### config.mk
export PLATFORM = sky130hd
export DESIGN_NAME = dmem_arbiter
export DESIGN_NICKNAME = d
export VERILOG_FILES = /design/src/rtl/dmem_arbiter.sv
export SDC_FILE = /design/constraint.sdc
export NUM_CORES = 1
export LEC_CHECK = 0
export ABC_AREA = 1
export CAP_MARGIN = 40
export CELL_PAD_IN_SITES_DETAIL_PLACEMENT = 0
export CELL_PAD_IN_SITES_GLOBAL_PLACEMENT = 1
export CORE_AREA = 2 2 485 487
export DETAILED_ROUTE_END_ITERATION = 8
export DIE_AREA = 0 0 487 489
export MAX_ROUTING_LAYER = met4
export PLACE_DENSITY_LB_ADDON = 0.1
export SLEW_MARGIN = 20
export SYNTH_ARGS = -nofsm -noshare
export SYNTH_HDL_FRONTEND = slang
export SYNTH_SLANG_ARGS = --single-unit
### constraint.sdc
create_clock -name clk -period 3.51 [get_ports clk]
set_clock_uncertainty 0.2 [all_clocks]
set_input_delay 0.5265 -clock clk [delete_from_list [all_inputs] [get_ports clk]]
set_output_delay 0.5265 -clock clk [all_outputs]
set_load 0.03 [all_outputs]
### src/rtl/dmem_arbiter.sv
// Data-memory port arbiter: scalar pass-through plus a 16-word serialiser for vector load/store.
// Optional base-alignment trap enabled by defining DMEM_ARB_ALIGN_CHECK_EN.
module dmem_arbiter #(
   parameter int VROWS     = 4,
   parameter int ROW_WORDS = 4
) (
   input  logic                           clk,
   input  logic                           reset,
   input  logic                           s_req_i,
   input  logic                           s_wr_i,
   input  logic [31:0]                    s_addr_i,
   input  logic [31:0]                    s_wdata_i,
   input  logic [1:0]                     s_byte_en_i,
   output logic                           s_gnt_o,
   output logic [31:0]                    s_rdata_o,
   input  logic                           v_req_i,
   input  logic                           v_wr_i,
   input  logic [31:0]                    v_base_addr_i,
   input  logic [VROWS*ROW_WORDS*32-1:0]  v_wdata_i,
   output logic [VROWS*ROW_WORDS*32-1:0]  v_rdata_o,
   output logic                           v_done_o,
   output logic                           v_err_o,
   output logic                           stall_o,
   output logic                           mem_req_o,
   output logic                           mem_wr_o,
   output logic [31:0]                    mem_addr_o,
   output logic [31:0]                    mem_wdata_o,
   output logic [1:0]                     mem_byte_en_o,
   input  logic [31:0]                    mem_rdata_i
);

   localparam int NWORDS = VROWS * ROW_WORDS;
   localparam int KW     = (NWORDS > 1) ? $clog2(NWORDS) : 1;
   localparam int VW     = NWORDS * 32;

   typedef enum logic [1:0] {
      IDLE     = 2'd0,
      V_ACCESS = 2'd1,
      DONE     = 2'd2
   } state_t;

   state_t          state_r;
   logic [KW-1:0]   k_r;
   logic [31:0]     base_r;
   logic            wr_r;
   logic [VW-1:0]   v_rdata_r;
   logic            misalign_s;
   logic            last_word_s;
   logic [KW+4:0]   bit_off_s;

`ifdef DMEM_ARB_ALIGN_CHECK_EN
   assign misalign_s = (v_base_addr_i[3:0] != 4'd0);
`else
   assign misalign_s = 1'b0;
`endif

   assign last_word_s = (k_r == KW'(NWORDS - 1));
   assign bit_off_s   = {k_r, 5'd0};
   assign v_rdata_o   = v_rdata_r;
   assign v_err_o     = (state_r == IDLE) && v_req_i && misalign_s;

   // Sequencer state, word counter, latched vector parameters and load capture.
   always_ff @(posedge clk) begin
      if (reset) begin
         state_r   <= IDLE;
         k_r       <= '0;
         base_r    <= 32'd0;
         wr_r      <= 1'b0;
         v_rdata_r <= '0;
      end else begin
         case (state_r)
            IDLE: begin
               if (v_req_i) begin
                  // Low nibble is dropped: rows are always 16-byte aligned in memory.
                  base_r  <= {v_base_addr_i[31:4], 4'd0};
                  wr_r    <= v_wr_i;
                  k_r     <= '0;
                  state_r <= misalign_s ? DONE : V_ACCESS;
               end else begin
                  state_r <= IDLE;
               end
            end
            V_ACCESS: begin
               if (!wr_r) begin
                  v_rdata_r[bit_off_s +: 32] <= mem_rdata_i;
               end else begin
                  v_rdata_r <= v_rdata_r;
               end
               if (last_word_s) begin
                  k_r     <= '0;
                  state_r <= DONE;
               end else begin
                  k_r     <= k_r + KW'(1);
                  state_r <= V_ACCESS;
               end
            end
            DONE: begin
               state_r <= IDLE;
            end
            default: begin
               state_r <= IDLE;
               k_r     <= '0;
            end
         endcase
      end
   end

   // Memory port mux and core handshake; scalar path is combinational so idle scalar accesses add no latency.
   always_comb begin
      s_gnt_o       = 1'b0;
      s_rdata_o     = 32'd0;
      stall_o       = 1'b0;
      v_done_o      = 1'b0;
      mem_req_o     = 1'b0;
      mem_wr_o      = 1'b0;
      mem_addr_o    = 32'd0;
      mem_wdata_o   = 32'd0;
      mem_byte_en_o = 2'b00;
      case (state_r)
         IDLE: begin
            if (v_req_i) begin
               stall_o = 1'b1;
            end else begin
               s_gnt_o   = s_req_i;
               s_rdata_o = mem_rdata_i;
               mem_req_o = s_req_i;
               if (s_req_i) begin
                  mem_wr_o      = s_wr_i;
                  mem_addr_o    = s_addr_i;
                  mem_wdata_o   = s_wdata_i;
                  mem_byte_en_o = s_byte_en_i;
               end else begin
                  mem_wr_o = 1'b0;
               end
            end
         end
         V_ACCESS: begin
            stall_o       = 1'b1;
            mem_req_o     = 1'b1;
            mem_wr_o      = wr_r;
            mem_addr_o    = base_r + {{(30-KW){1'b0}}, k_r, 2'b00};
            mem_byte_en_o = 2'b11;
            if (wr_r) begin
               mem_wdata_o = v_wdata_i[bit_off_s +: 32];
            end else begin
               mem_wdata_o = 32'd0;
            end
         end
         DONE: begin
            v_done_o = 1'b1;
         end
         default: begin
            stall_o = 1'b0;
         end
      endcase
   end

endmodule

; ---- Yosys cells after proc, flatten, opt, wreduce, memory -nomap -nowiden
; Index checks and enable logic that the tools add are counted.
[totals]
regBits = 547
latch_bits = 0
mem_bits_rw = 0
rom_bits = 0
in_bits = 648
output_inout_bits = 616
word_cells = 49
memories = 0
[classes]
addsub = 3
mul = 0
n_div = 0
order_cmp = 0
eq_ne = 4
shifts = 3
muxes = 28
bitwise_logic = 2
n_reduce_logical = 4
[op_table]
columns = op, n
row1 = bitwise mux 512 bit, 1
row2 = variable shift 32 x 11 -> 512 bit (first input constant), 1
row3 = indexed part select 32 x 11 -> 512 bit, 1
row4 = indexed part select 512 x 10 -> 32 bit, 1
row5 = 2-to-1 mux 32 bit, 7
row6 = one-hot mux 32 bit (2 select lines), 2
row7 = adder 32 x 6 -> 32 bit, 1
row8 = one-hot mux 4 bit (3 select lines), 1
row9 = negation 9 -> 11 bit, 1
row10 = 2-to-1 mux 4 bit, 2
row11 = one-hot mux 2 bit (2 select lines), 2
row12 = 2-to-1 mux 1 bit, 7
row13 = 2-to-1 mux 2 bit, 3
row14 = one-hot mux 1 bit (2 select lines), 3
row15 = AND reduction 2 bit, 3
row16 = adder 4 x 1 -> 4 bit (second input constant), 1
row17 = == test 4 bit (second input constant), 1
row18 = == test 2 x 1 -> 1 bit (second input constant), 1
row19 = == test 2 bit (second input constant), 1
row20 = zero test 2 bit, 1
row21 = != test 2 bit (second input constant), 1
row22 = inverter 1 bit, 2

; ---- Longest topological paths before layout
[depth]
ltp_word = 3
ltp_mapped = 17
mapped_depth_nobuf = 11

; ---- Worst setup path after synthesis
; No wires, ideal clock.
[synth_timing]
kind = flip-flop to flip-flop
start = reg k_r[0]
end = reg v_rdata_r[136], in the netlist v_rdata_o[136]
setup_ns = 0.116
arrival_time_ns = 2.504
required_ns = 3.194
setup_slack_ns = 0.690
stages_incl_launch_ff = 15
path_buffers = 6
period_less_slack_ns = 2.820
cell_sequence = dfxtp_1 -> buf_2 -> inv_2 -> buf_2 -> buf_2 -> clkbuf_1 -> ha_1 -> clkbuf_1 -> inv_1 -> nand3_1 -> nor2_4 -> nand2_1 -> clkbuf_1 -> o21ai_0 -> nor2_1
[synth_via]
elab_chain_len = 3
elab_cells_between_ends = 4
cone_classes = add/sub: 1 / shift: 2 / mux: 1
[synth_lines]
columns = item, line_no
row1 = "start, declared", 43  ; logic [KW-1:0] k_r;
row2 = "start signal, assigned", 93  ; k_r <= k_r + KW'(1);
row3 = negation 9 -> 11 bit (*), 85  ; v_rdata_r[bit_off_s +: 32] <= mem_rdata_i;
row4 = indexed part select 32 x 11 -> 512 bit or variable shift 32 x 11 -> 512 bit (tied branches), 85
row5 = bitwise mux 512 bit (*), 85
row6 = "end signal, assigned by index", 85
row7 = "end signal, assigned", 87  ; v_rdata_r <= v_rdata_r;
row8 = "end, declared", 46  ; logic [VW-1:0] v_rdata_r;
; Every way passes the cells marked *; elsewhere a longest branch is shown, timed or not.
; A chain may end at the register's enable or synchronous reset.

; ---- Final worst setup path
[layout_timing]
start = reg k_r[0]
end = out mem_wdata_o[29]
[layout_via]
elab_chain_len = 3
[layout_lines]
columns = item, line_no
row1 = indexed part select 512 x 10 -> 32 bit, 144  ; mem_wdata_o = v_wdata_i[bit_off_s +: 32];
row2 = 2-to-1 mux 32 bit, 143  ; if (wr_r) begin
row3 = one-hot mux 32 bit (2 select lines), 119  ; case (state_r)
row4 = "end, declared", 27  ; output logic [31:0] mem_wdata_o,
; No other way between the ends.

==> impl_metrics.toml <==
[place]
dp_hpwl_um = 206000
post-place-cells = 8852
gp_congestion = 0.882
io_buffer_count = 1258

[clock_network]
ctsRootBufferMaster = "clkbuf_16"
cts_made_buffers = 80
h-tree-depth = 3
cts_sinks = 547
clk_pin_slew_ns = 0.06
cts_max_path_buffers = 3
clk_latency_ns = 0.67
tritoncts = "built"

[sta]
rsz0062_at_grt = "true"
hold_viol = 0
fin_hold_ws_ns = 0.230
finalSetupViolCount = 0
drv_slew = 0
slew_headroom_pct = 42.7
tightestPinTransition_ns = 0.859
fin_crit_sh_pct = 97.2
finalCriticalPeriod_ns = 3.41
max_freq_mhz = 293

[worst_hold_path]
min_path_type = "in2reg"

[detailed_routing]
routed_wl_um = 265000
wl_per_cell_um = 29.2
antenna_left = 0
firstDrtPassIters = 5
drc = 0
viasPerCell = 3.94
vias = 35800
drt_iter0_drc = 2025

[worst_setup_path]
critPathRequiredTime_ns = 2.78
worstSetupPathType = "reg2out"
start_kind = "flip-flop"
crit_fanout = 20
endpoint_kind = "output port"
worstPathArrival_ns = 2.68

[grt]
track_usage_pct = 22.1
antenna_found_initial = 123
grt_pass1_wl_um = 344000
grt_start_max_net_pins = 90
gr-total-overflow = 0
grt_pass1_vias = 35900

[final_layout]
nets = 6558
fillers = 26500
area_growth_pct = 73.1
layout-drive-gt1-share_pct = 9.03
final_cell_count_no_fill = 9086

[synth]
synth_top_family_by_area = "simple AND/OR/NAND/NOR gates"
synth_fp_nets = 5349
synth_cell_types = 35
muxShareOfSynthArea_pct = 0
ys_warn_count = 0
synth.avg_cell_area_um2 = 6.05
ys.flop_type = "dfxtp_1"
synth-compound-area-share_pct = 10.7
netlist_area_mm2 = 0.0284
ys_seq_area_share_pct = 38.5
synth_xor_area_share_pct = 0.0616
ys_ff_latch = 547
synth_fa_ha_area_share_pct = 0.379
async_flop_share_pct = 0
syn_inst = 4693
synth_edf_count = 0
synth-simple-area-share_pct = 38.9

[floorplan]
rows = 178
die_y_um = 489
core_area_mm2 = 0.234
initial_utilization_pct = 12.2
dieArea_mm2 = 0.238
ios = 1264
dieWidth_um = 487

[power]
powerDensity_mw_per_mm2 = 381
power.total_w = 0.0187
ir_drop_uv = 358
leakage_nw = 21.1

[job]
maxCapViolCount = 0

[run_status]
status = "finished clean"
repair_timing:
action	in CTS	in global routing
pin swaps	2	6
cloned	6	0
buffers inserted	12	7
resized for setup	75	28
hold endpoints to repair	27	0
setup endpoints to repair	50	36
hold buffers	1	0
final timing paths:
kind,startpoint,to,slack [ns],cells past startpoint
setup / recovery,k_r[0]$_SDFFE_PP0P_,mem_wdata_o[29],0.1,10
hold / removal,v_base_addr_i[17],base_r[17]$_SDFFE_PP0P_,0.23,3
setup reg to reg,state_r[0]$_SDFF_PP0_,v_rdata_o[38]$_SDFFE_PP0P_,0.48,9
hold reg to reg,v_rdata_o[503]$_SDFFE_PP0P_,v_rdata_o[503]$_SDFFE_PP0P_,0.26,2
placed cells by master (no fill, tap or decap), types with 9 or more instances in the layout:
| master | netlist | routed |
|---|---|---|
| a21oi_1 | 216 | 215 |
| buf_12 | 0 | 67 |
| buf_16 | 0 | 13 |
| buf_4 | 4 | 192 |
| buf_6 | 2 | 14 |
| clkbuf_1 | 203 | 17 |
| clkbuf_16 | 0 | 80 |
| clkbuf_8 | 0 | 23 |
| clkdlybuf4s50_1 | 0 | 1158 |
| clkinv_2 | 0 | 10 |
| dfxtp_1 | 547 | 543 |
| diode_2 | 0 | 60 |
| inv_1 | 484 | 480 |
| inv_2 | 11 | 11 |
| nand2_1 | 1152 | 1139 |
| nand2_2 | 5 | 13 |
| nand3_1 | 317 | 286 |
| nand3_2 | 3 | 31 |
| nand4_1 | 126 | 126 |
| nor2_1 | 1069 | 1057 |
| nor2_2 | 6 | 11 |
| nor2_4 | 4 | 11 |
| nor3_1 | 9 | 9 |
| o21ai_0 | 335 | 322 |
| o21ai_1 | 44 | 54 |
| or2_2 | 14 | 14 |
worst max-delay path, stage by stage, from the launching register on:
cell	delay (ns)
dfxtp_4	0.44
buf_16	0.22
buf_16	0.21
nand2_1	0.07
nand3_1	0.12
nand2_1	0.14
nand2_2	0.16
nand3_1	0.15
nand3_2	0.16
nand2_1	0.07
buf_4	0.17
layout make-up:
type / count / area, um2 / area share, %
inverters: 498 / 1910 / 3.87
repair buffers: 1450 / 15000 / 30.6
clock inverters: 26 / 339 / 0.689
well taps: 3060 / 3830 / 7.78
diodes: 60 / 150 / 0.305
flip-flops and latches: 547 / 11000 / 22.3
clock buffers: 120 / 2380 / 4.84
multi-input cells: 3325 / 14600 / 29.6
report_power, final:
| part | internal, W | switching, W | total (W) | leakage [nW] |
|---|---|---|---|---|
| clock network | 0.00496 | 0.00359 | 0.00855 | 1.33 |
| registers | 0.00628 | 0.0000678 | 0.00635 | 4.42 |
| logic | 0.00149 | 0.00233 | 0.00382 | 15.3 |
| total | 0.0127 | 0.00599 | 0.0187 | 21.1 |
cell usage after synthesis (2+ instances only):
master    count  share of area, %
nand3_4       2              0.12
nand2_2       5              0.11
nand4_1     126               2.8
nor3_1        9              0.16
buf_2        87               1.5
a22o_1        3             0.092
nor2_4        4              0.16
dfxtp_1     547                39
inv_1       484               6.4
nand2_1    1152                15
clkinv_1      3             0.040
ha_1          7              0.31
nand3_2       3              0.11
nor2_2        6              0.13
or2_2        14              0.31
o21bai_1      2             0.053
o21ai_1      44              0.78
xor2_1        2             0.062
clkbuf_1    203               2.7
nand3_1     317               5.6
a211oi_1      2             0.053
inv_2        11              0.15
buf_1        27              0.36
nor2_1     1069                14
a21oi_1     216               3.8
o21ai_0     335               5.9
buf_6         2             0.079
buf_4         4              0.11
per-stage QoR:
step	setup WS (ns)	area, um2	util (%)	TNS [ns]
2_1_floorplan	0.690	28400	-	0
3_3_place_gp	0.0469	45400	19.4	0
3_5_place_dp	0.136	45500	19.5	0
4_1_cts	-0.0206	48800	20.9	-0.0644
5_1_grt	-0.0360	49200	21.1	-0.209
6_report	0.0996	49200	21.1	0
kinds of logic (layout without fill, tap and decap cells):
group,count (synthesis),in the layout
other cells,1,61
compound gates,604,604
simple gates,2710,2710
buf+inv,821,2094
xor+xnor,2,2
flops,547,547
fa+ha+maj,8,8
sequential cells by signal, indices dropped and copies added, names as in the netlist:
name	flops
v_rdata_o	512
base_r	28
k_r	4
state_r	2
wr_r	1
routing by layer:
| metal | vias to the layer above | track usage, % | wire, um |
|---|---|---|---|
| li1 | 17200 | - | - |
| met1 | 17100 | 24.4 | 107000 |
| met2 | 1273 | 37.3 | 128000 |
| met4 | 0 | 6.52 | 8810 |
| met3 | 299 | 7.67 | 21400 |
| met5 | - | - | 0 |
Note: power is estimated with default switching activity, not from simulation.
